$ cat src/rtl/score_keeper_if.sv
// Control pulses into the score keeper and its registered game-status outputs.
// The master modport drives play controls; the slave modport is the score keeper itself.
interface score_keeper_if;
  logic        enable;
  logic        start;
  logic        hit;
  logic        miss;
  logic [11:0] score_bcd;
  logic [2:0]  lives_left;
  logic [2:0]  level;
  logic [7:0]  streak;
  logic        playing;
  logic        game_over;

  modport master (
    output enable, start, hit, miss,
    input  score_bcd, lives_left, level, streak, playing, game_over
  );

  modport slave (
    input  enable, start, hit, miss,
    output score_bcd, lives_left, level, streak, playing, game_over
  );
endinterface

$ cat src/rtl/score_keeper.sv
// Game score keeper: IDLE/PLAY/OVER FSM with BCD score, lives, level and streak; outputs registered, one-edge latency.
// No backpressure: hit/miss pulses are consumed only in PLAY with enable high, otherwise dropped.
module score_keeper #(
  parameter int LIVES          = 3,
  parameter int HITS_PER_LEVEL = 8,
  parameter int MAX_LEVEL      = 7
) (
  input  logic          clk,
  input  logic          rst,
  score_keeper_if.slave sk
);

  typedef enum logic [1:0] {
    S_IDLE = 2'd0,
    S_PLAY = 2'd1,
    S_OVER = 2'd2
  } state_e;

  localparam logic [2:0] LIVES_INIT = 3'(LIVES);
  localparam logic [2:0] LEVEL_MAX  = 3'(MAX_LEVEL);
  localparam logic [8:0] HIT_WRAP   = 9'(HITS_PER_LEVEL);

  state_e     state_q, state_d;
  logic [3:0] hun_q, hun_d;
  logic [3:0] ten_q, ten_d;
  logic [3:0] one_q, one_d;
  logic [2:0] lives_q, lives_d;
  logic [2:0] level_q, level_d;
  logic [7:0] streak_q, streak_d;
  logic [7:0] hit_cnt_q, hit_cnt_d;

  logic       accept_hit;
  logic       accept_miss;
  logic       score_max;
  logic [3:0] hun_inc, ten_inc, one_inc;
  logic [8:0] hit_cnt_inc;

  always_comb begin
    accept_hit  = (state_q == S_PLAY) && sk.enable && sk.hit;
    // A simultaneous hit wins; the miss is discarded.
    accept_miss = (state_q == S_PLAY) && sk.enable && sk.miss && !sk.hit;
    score_max   = (hun_q == 4'd9) && (ten_q == 4'd9) && (one_q == 4'd9);
    hit_cnt_inc = {1'b0, hit_cnt_q} + 9'd1;
  end

  // Decimal increment with ripple carry; saturates at 999.
  always_comb begin
    hun_inc = hun_q;
    ten_inc = ten_q;
    one_inc = one_q;
    if (!score_max) begin
      if (one_q == 4'd9) begin
        one_inc = 4'd0;
        if (ten_q == 4'd9) begin
          ten_inc = 4'd0;
          hun_inc = hun_q + 4'd1;
        end else begin
          ten_inc = ten_q + 4'd1;
        end
      end else begin
        one_inc = one_q + 4'd1;
      end
    end
  end

  always_comb begin
    state_d   = state_q;
    hun_d     = hun_q;
    ten_d     = ten_q;
    one_d     = one_q;
    lives_d   = lives_q;
    level_d   = level_q;
    streak_d  = streak_q;
    hit_cnt_d = hit_cnt_q;

    unique case (state_q)
      S_IDLE, S_OVER: begin
        if (sk.start) begin
          state_d   = S_PLAY;
          hun_d     = 4'd0;
          ten_d     = 4'd0;
          one_d     = 4'd0;
          lives_d   = LIVES_INIT;
          level_d   = 3'd0;
          streak_d  = 8'd0;
          hit_cnt_d = 8'd0;
        end
      end
      S_PLAY: begin
        if (accept_hit) begin
          hun_d = hun_inc;
          ten_d = ten_inc;
          one_d = one_inc;
          if (streak_q != 8'hFF) begin
            streak_d = streak_q + 8'd1;
          end
          // The hit counter keeps wrapping even once the level has saturated.
          if (hit_cnt_inc == HIT_WRAP) begin
            hit_cnt_d = 8'd0;
            if (level_q < LEVEL_MAX) begin
              level_d = level_q + 3'd1;
            end
          end else begin
            hit_cnt_d = hit_cnt_inc[7:0];
          end
        end else if (accept_miss) begin
          streak_d = 8'd0;
          if (lives_q != 3'd0) begin
            lives_d = lives_q - 3'd1;
          end
          if (lives_q <= 3'd1) begin
            state_d = S_OVER;
          end
        end
      end
      default: begin
        state_d = S_IDLE;
      end
    endcase
  end

  always_ff @(posedge clk or negedge rst) begin
    if (!rst) begin
      state_q   <= S_IDLE;
      hun_q     <= 4'd0;
      ten_q     <= 4'd0;
      one_q     <= 4'd0;
      lives_q   <= 3'd0;
      level_q   <= 3'd0;
      streak_q  <= 8'd0;
      hit_cnt_q <= 8'd0;
    end else begin
      state_q   <= state_d;
      hun_q     <= hun_d;
      ten_q     <= ten_d;
      one_q     <= one_d;
      lives_q   <= lives_d;
      level_q   <= level_d;
      streak_q  <= streak_d;
      hit_cnt_q <= hit_cnt_d;
    end
  end

  assign sk.score_bcd  = {hun_q, ten_q, one_q};
  assign sk.lives_left = lives_q;
  assign sk.level      = level_q;
  assign sk.streak     = streak_q;
  assign sk.playing    = (state_q == S_PLAY);
  assign sk.game_over  = (state_q == S_OVER);

  a_status_exclusive: assert property (@(posedge clk) disable iff (!rst)
    !(sk.playing && sk.game_over));
  a_bcd_digits: assert property (@(posedge clk) disable iff (!rst)
    (hun_q <= 4'd9) && (ten_q <= 4'd9) && (one_q <= 4'd9));
  a_over_no_lives: assert property (@(posedge clk) disable iff (!rst)
    (state_q == S_OVER) |-> (lives_q == 3'd0));

endmodule

$ cat src/flat_wrapper.sv
// flat-port wrapper written by rule: the top's interface ports become plain ports
module score_keeper_flat 
#(
  parameter int LIVES          = 3,
  parameter int HITS_PER_LEVEL = 8,
  parameter int MAX_LEVEL      = 7
)
  (clk, rst, sk_enable, sk_start, sk_hit, sk_miss, sk_score_bcd, sk_lives_left, sk_level, sk_streak, sk_playing, sk_game_over);
  score_keeper_if sk_i ();
  input  logic clk;
  input  logic rst;
  input wire logic [$bits(sk_i.enable)-1:0] sk_enable;
  input wire logic [$bits(sk_i.start)-1:0] sk_start;
  input wire logic [$bits(sk_i.hit)-1:0] sk_hit;
  input wire logic [$bits(sk_i.miss)-1:0] sk_miss;
  output wire logic [$bits(sk_i.score_bcd)-1:0] sk_score_bcd;
  output wire logic [$bits(sk_i.lives_left)-1:0] sk_lives_left;
  output wire logic [$bits(sk_i.level)-1:0] sk_level;
  output wire logic [$bits(sk_i.streak)-1:0] sk_streak;
  output wire logic [$bits(sk_i.playing)-1:0] sk_playing;
  output wire logic [$bits(sk_i.game_over)-1:0] sk_game_over;
  assign sk_i.enable = sk_enable;
  assign sk_i.start = sk_start;
  assign sk_i.hit = sk_hit;
  assign sk_i.miss = sk_miss;
  assign sk_score_bcd = sk_i.score_bcd;
  assign sk_lives_left = sk_i.lives_left;
  assign sk_level = sk_i.level;
  assign sk_streak = sk_i.streak;
  assign sk_playing = sk_i.playing;
  assign sk_game_over = sk_i.game_over;
  score_keeper #(.LIVES(LIVES), .HITS_PER_LEVEL(HITS_PER_LEVEL), .MAX_LEVEL(MAX_LEVEL)) u_core (.clk(clk), .rst(rst), .sk(sk_i));
endmodule
$ cat config.mk
export PLATFORM = sky130hd
export DESIGN_NAME = score_keeper_flat
export DESIGN_NICKNAME = d
export VERILOG_FILES = /design/src/rtl/score_keeper_if.sv /design/src/rtl/score_keeper.sv /design/src/flat_wrapper.sv
export SDC_FILE = /design/constraint.sdc
export NUM_CORES = 1
export LEC_CHECK = 0
export CAP_MARGIN = 40
export CELL_PAD_IN_SITES_DETAIL_PLACEMENT = 0
export CELL_PAD_IN_SITES_GLOBAL_PLACEMENT = 1
export CORE_MARGIN = 2
export CORE_UTILIZATION = 48
export CTS_CLUSTER_SIZE = 28
export DETAILED_ROUTE_END_ITERATION = 8
export DONT_BUFFER_PORTS = 1
export PLACE_DENSITY = 0.76
export SLEW_MARGIN = 40
export SYNTH_ARGS = -nofsm -noshare
export SYNTH_HDL_FRONTEND = slang
export SYNTH_SLANG_ARGS = --single-unit
$ cat constraint.sdc
create_clock -name clk -period 2.3 [get_ports clk]
set_clock_uncertainty 0.05 [all_clocks]
set_input_delay 0.575 -clock clk [delete_from_list [all_inputs] [get_ports clk]]
set_output_delay 0.575 -clock clk [all_outputs]
set_load 0.005 [all_outputs]
==> results.yml <==
outcome:
  status: "completed"
power:
  finalPower_mw: 2.03
  peakVddDrop_mv: 0.618
  p_leak_nw: 1.00
  p_per_area_nw_per_um2: 887
sta:
  holdWs_ns: 0.0712
  post-route-period-util_pct: 90.6
  setup_violations: 0
  rsz0062_at_grt: "no"
  layout_min_cycle_time_ns: 2.08
  max_freq_mhz: 480
  slew_headroom_pct: 64.9
  hold_viol: 0
  worst_slew_pin_slew_ns: 0.522
  drv_slew: 0
  tns_ns: 0
clocking:
  numCtsBuffers: 5
  cts_tree: "yes"
  cts-root-buf: "clkbuf_8"
  clockBufferDepth: 2
  cts.clk_slew.worst_paths_ns: 0.07
  insertion_delay_ns: 0.29
  htree_levels: 2
  cts-resized-gates: 0
  clock_sinks: 36
yosys:
  synth_nets: 244
  async_flop_share_pct: 100
  netlist_area_um2: 2080
  ys_ff_latch: 36
  muxShareOfSynthArea_pct: 0
  synth-main-ff-cell: "dfrtp_1"
  synth_adder_area_share_pct: 7.82
  synth_top_area_share_pct: 43.3
  synth_compound_area_share_pct: 17.1
  synth_area_leader_cell: "dfrtp_1"
  synth_edf_count: 0
  netlist-cell-type-count: 46
  ys_top_cells_by_area: "dfrtp_1 43%, ha_1 7.8%, o21ai_0 6.0%"
  syn_inst: 225
  seq_area_frac_synth_pct: 43.3
  synth-simple-area-share_pct: 24.7
  synth_top_family_by_area: "simple AND/OR/NAND/NOR gates"
  yosysWarningCount: 0
  synth.avg_cell_area_um2: 9.25
  synth-xor-area-share_pct: 3.79
drt:
  viasPerCell: 6.16
  ant_nets: 0
  drt_iter0_markers: 124
  wl_per_cell_um: 16.2
  wl_mm: 4.59
  drc_errors: 0
  drt_pre_antenna_iters: 4
  vias: 1743
placed_design:
  dp_hpwl_mm: 3.23
  io_buffers: 0
  gp_congestion: 0.816
global_route:
  grt_pass1_vias: 1736
  grt-ovfl-total: 0
  grt_max_degree: 37
  grt.met1_usage_pct: 25.3
  grt_use_met2_pct: 33.9
  busiest_layer: "met2"
  grt_pass1_wl_mm: 8.00
  antenna_found_initial: 0
  grt_util_all_layers_pct: 20.5
  grt.met3_usage_pct: 6.25
critical_path:
  required_ns: 2.42
  startpoint_type: "flop"
  cp_max_fo: 9
  path_cells: "ha_1 -> or4b_1 -> a211o_1 -> o311ai_0 -> nand2_1"
  max_stage_delay_ns: 0.46
  ff2ff_path_depth: 5
  r2r_slack_ns: 0.22
  cpMaxStageDelayCell: "dfrtp_1"
  reg2reg_from: "u_core.hit_cnt_q[0]$_DFFE_PN0P_"
  cp.arrival_ns: 2.20
  path_class: "reg -> reg"
  timing.rr.end: "u_core.sk.level[1]$_DFFE_PN0P_"
  cp-end-kind: "flop"
die:
  core_um2: 4090
  fp.dieH_um: 69.8
  rows: 23
  start_util_pct: 50.9
  die_area_um2: 4880
  ioPinCount: 34
  die_w_um: 69.8
final_layout:
  n_antenna_cell: 0
  num-nets-final: 251
  syn_to_final_growth_pct: 9.80
  fillCellCount: 366
  drive_gt1_share_pct: 8.58
hold_path:
  holdCritPathClass: "in -> async"
flow_run:
  cap_violations: 0
-- cell type report --
type | count | area (um2) | area share, %
multi-input combinational | 172 | 1120 | 49.1
sequential | 36 | 901 | 39.4
clock buffer | 8 | 90.1 | 3.94
timing repair buffer | 9 | 80.1 | 3.50
tap | 50 | 62.6 | 2.74
inverter | 8 | 30.0 | 1.31
-- sequential cells by signal (all words and copies together) (netlist names) --
| name | count |
|---|---|
| u_core.sk.level | 3 |
| u_core.sk.lives_left | 3 |
| u_core.state_q | 2 |
| u_core.hun_q | 4 |
| u_core.one_q | 4 |
| u_core.sk.streak | 8 |
| u_core.ten_q | 4 |
| u_core.hit_cnt_q | 8 |
-- logic make-up after synthesis --
group / Yosys count
fa+ha+maj: 13
xor+xnor: 9
simple gates: 95
buf+inv: 17
flops: 36
compound gates: 55
-- per-layer routing --
layer | part of all wire (%) | up-vias
li1 | - | 839
met1 | 45 | 841
met2 | 48 | 55
met3 | 5.5 | 8
met4 | 1.9 | 0
met5 | 0 | -
-- synthesized netlist by cell type, types with 3 or more instances --
cell and count:
nor2b_1 3, buf_2 3, dfrtp_1 36, inv_1 7, nand3b_1 3, nand2_1 21
xnor2_1 8, nand4_1 5, and3b_1 3, nor4_1 5, and3_1 4, clkbuf_1 6
o41ai_1 3, nand2b_1 3, or4_1 3, nand3_1 12, nor3_1 3, o31ai_1 4
ha_1 13, a31oi_1 6, nor2_1 18, o21ai_0 25
-- worst max-delay path: cells and delay by family, from the launching register on --
| kind | cells | cell delay, ns |
|---|---|---|
| adder cells (fa/ha/maj) | 1 | 0.18 |
| AO/OA/AOI/OAI | 2 | 0.76 |
| flip-flops | 1 | 0.46 |
| AND/OR/NAND/NOR | 2 | 0.52 |
-- power by group --
group	leakage [nW]	switching, mW	internal [mW]	total (mW)
Combinational	0.476	0.354	0.242	0.596
Clock	0.0455	0.218	0.244	0.462
Sequential	0.481	0.204	0.763	0.967
-- timing repair --
item	in CTS	in global routing
setup buffers	0	0
hold buffers	1	0
hold endpoints to repair	36	0
-- cell usage in the layout (no fill, tap or decap), types with 3 or more instances in the layout --
cell and n:
a31oi_1 5, and3_1 4, and3b_1 3, buf_4 8, clkbuf_8 6, dfrtp_1 36
ha_1 13, inv_1 7, nand2_1 21, nand2b_1 3, nand3_1 12, nand3b_1 3
nand4_1 5, nor2_1 17, nor2b_1 3, nor3_1 3, nor4_1 5, o21ai_0 25
o31ai_1 4, o41ai_1 3, or4_1 3, xnor2_1 8
-- through the flow --
step / instance area [um2] / instances / worst slack (ns) / utilization [%]
global placement: 2170 / 274 / 0.260 / 53.0
CTS: 2280 / 283 / 0.218 / 55.7
finish: 2280 / 283 / 0.216 / 55.9
global route: 2280 / 283 / 0.137 / 55.9
detailed placement: 2170 / 274 / 0.176 / 53.0
floorplan: 2080 / 225 / 0.393 / -
-- worst max-delay path by stage --
stage                                          from                         endpoint  slack (ns)
finish              u_core.hit_cnt_q[0]$_DFFE_PN0P_   u_core.sk.level[1]$_DFFE_PN0P_        0.22
CTS                 u_core.hit_cnt_q[0]$_DFFE_PN0P_   u_core.sk.level[1]$_DFFE_PN0P_        0.22
global placement                          sk_enable      u_core.ten_q[3]$_DFFE_PN0P_        0.26
floorplan           u_core.hit_cnt_q[0]$_DFFE_PN0P_   u_core.sk.level[1]$_DFFE_PN0P_        0.39
global route        u_core.hit_cnt_q[0]$_DFFE_PN0P_   u_core.sk.level[1]$_DFFE_PN0P_        0.14
detailed placement                           sk_hit  u_core.sk.streak[6]$_DFFE_PN0P_        0.18
(Power assumes the default switching activity.)
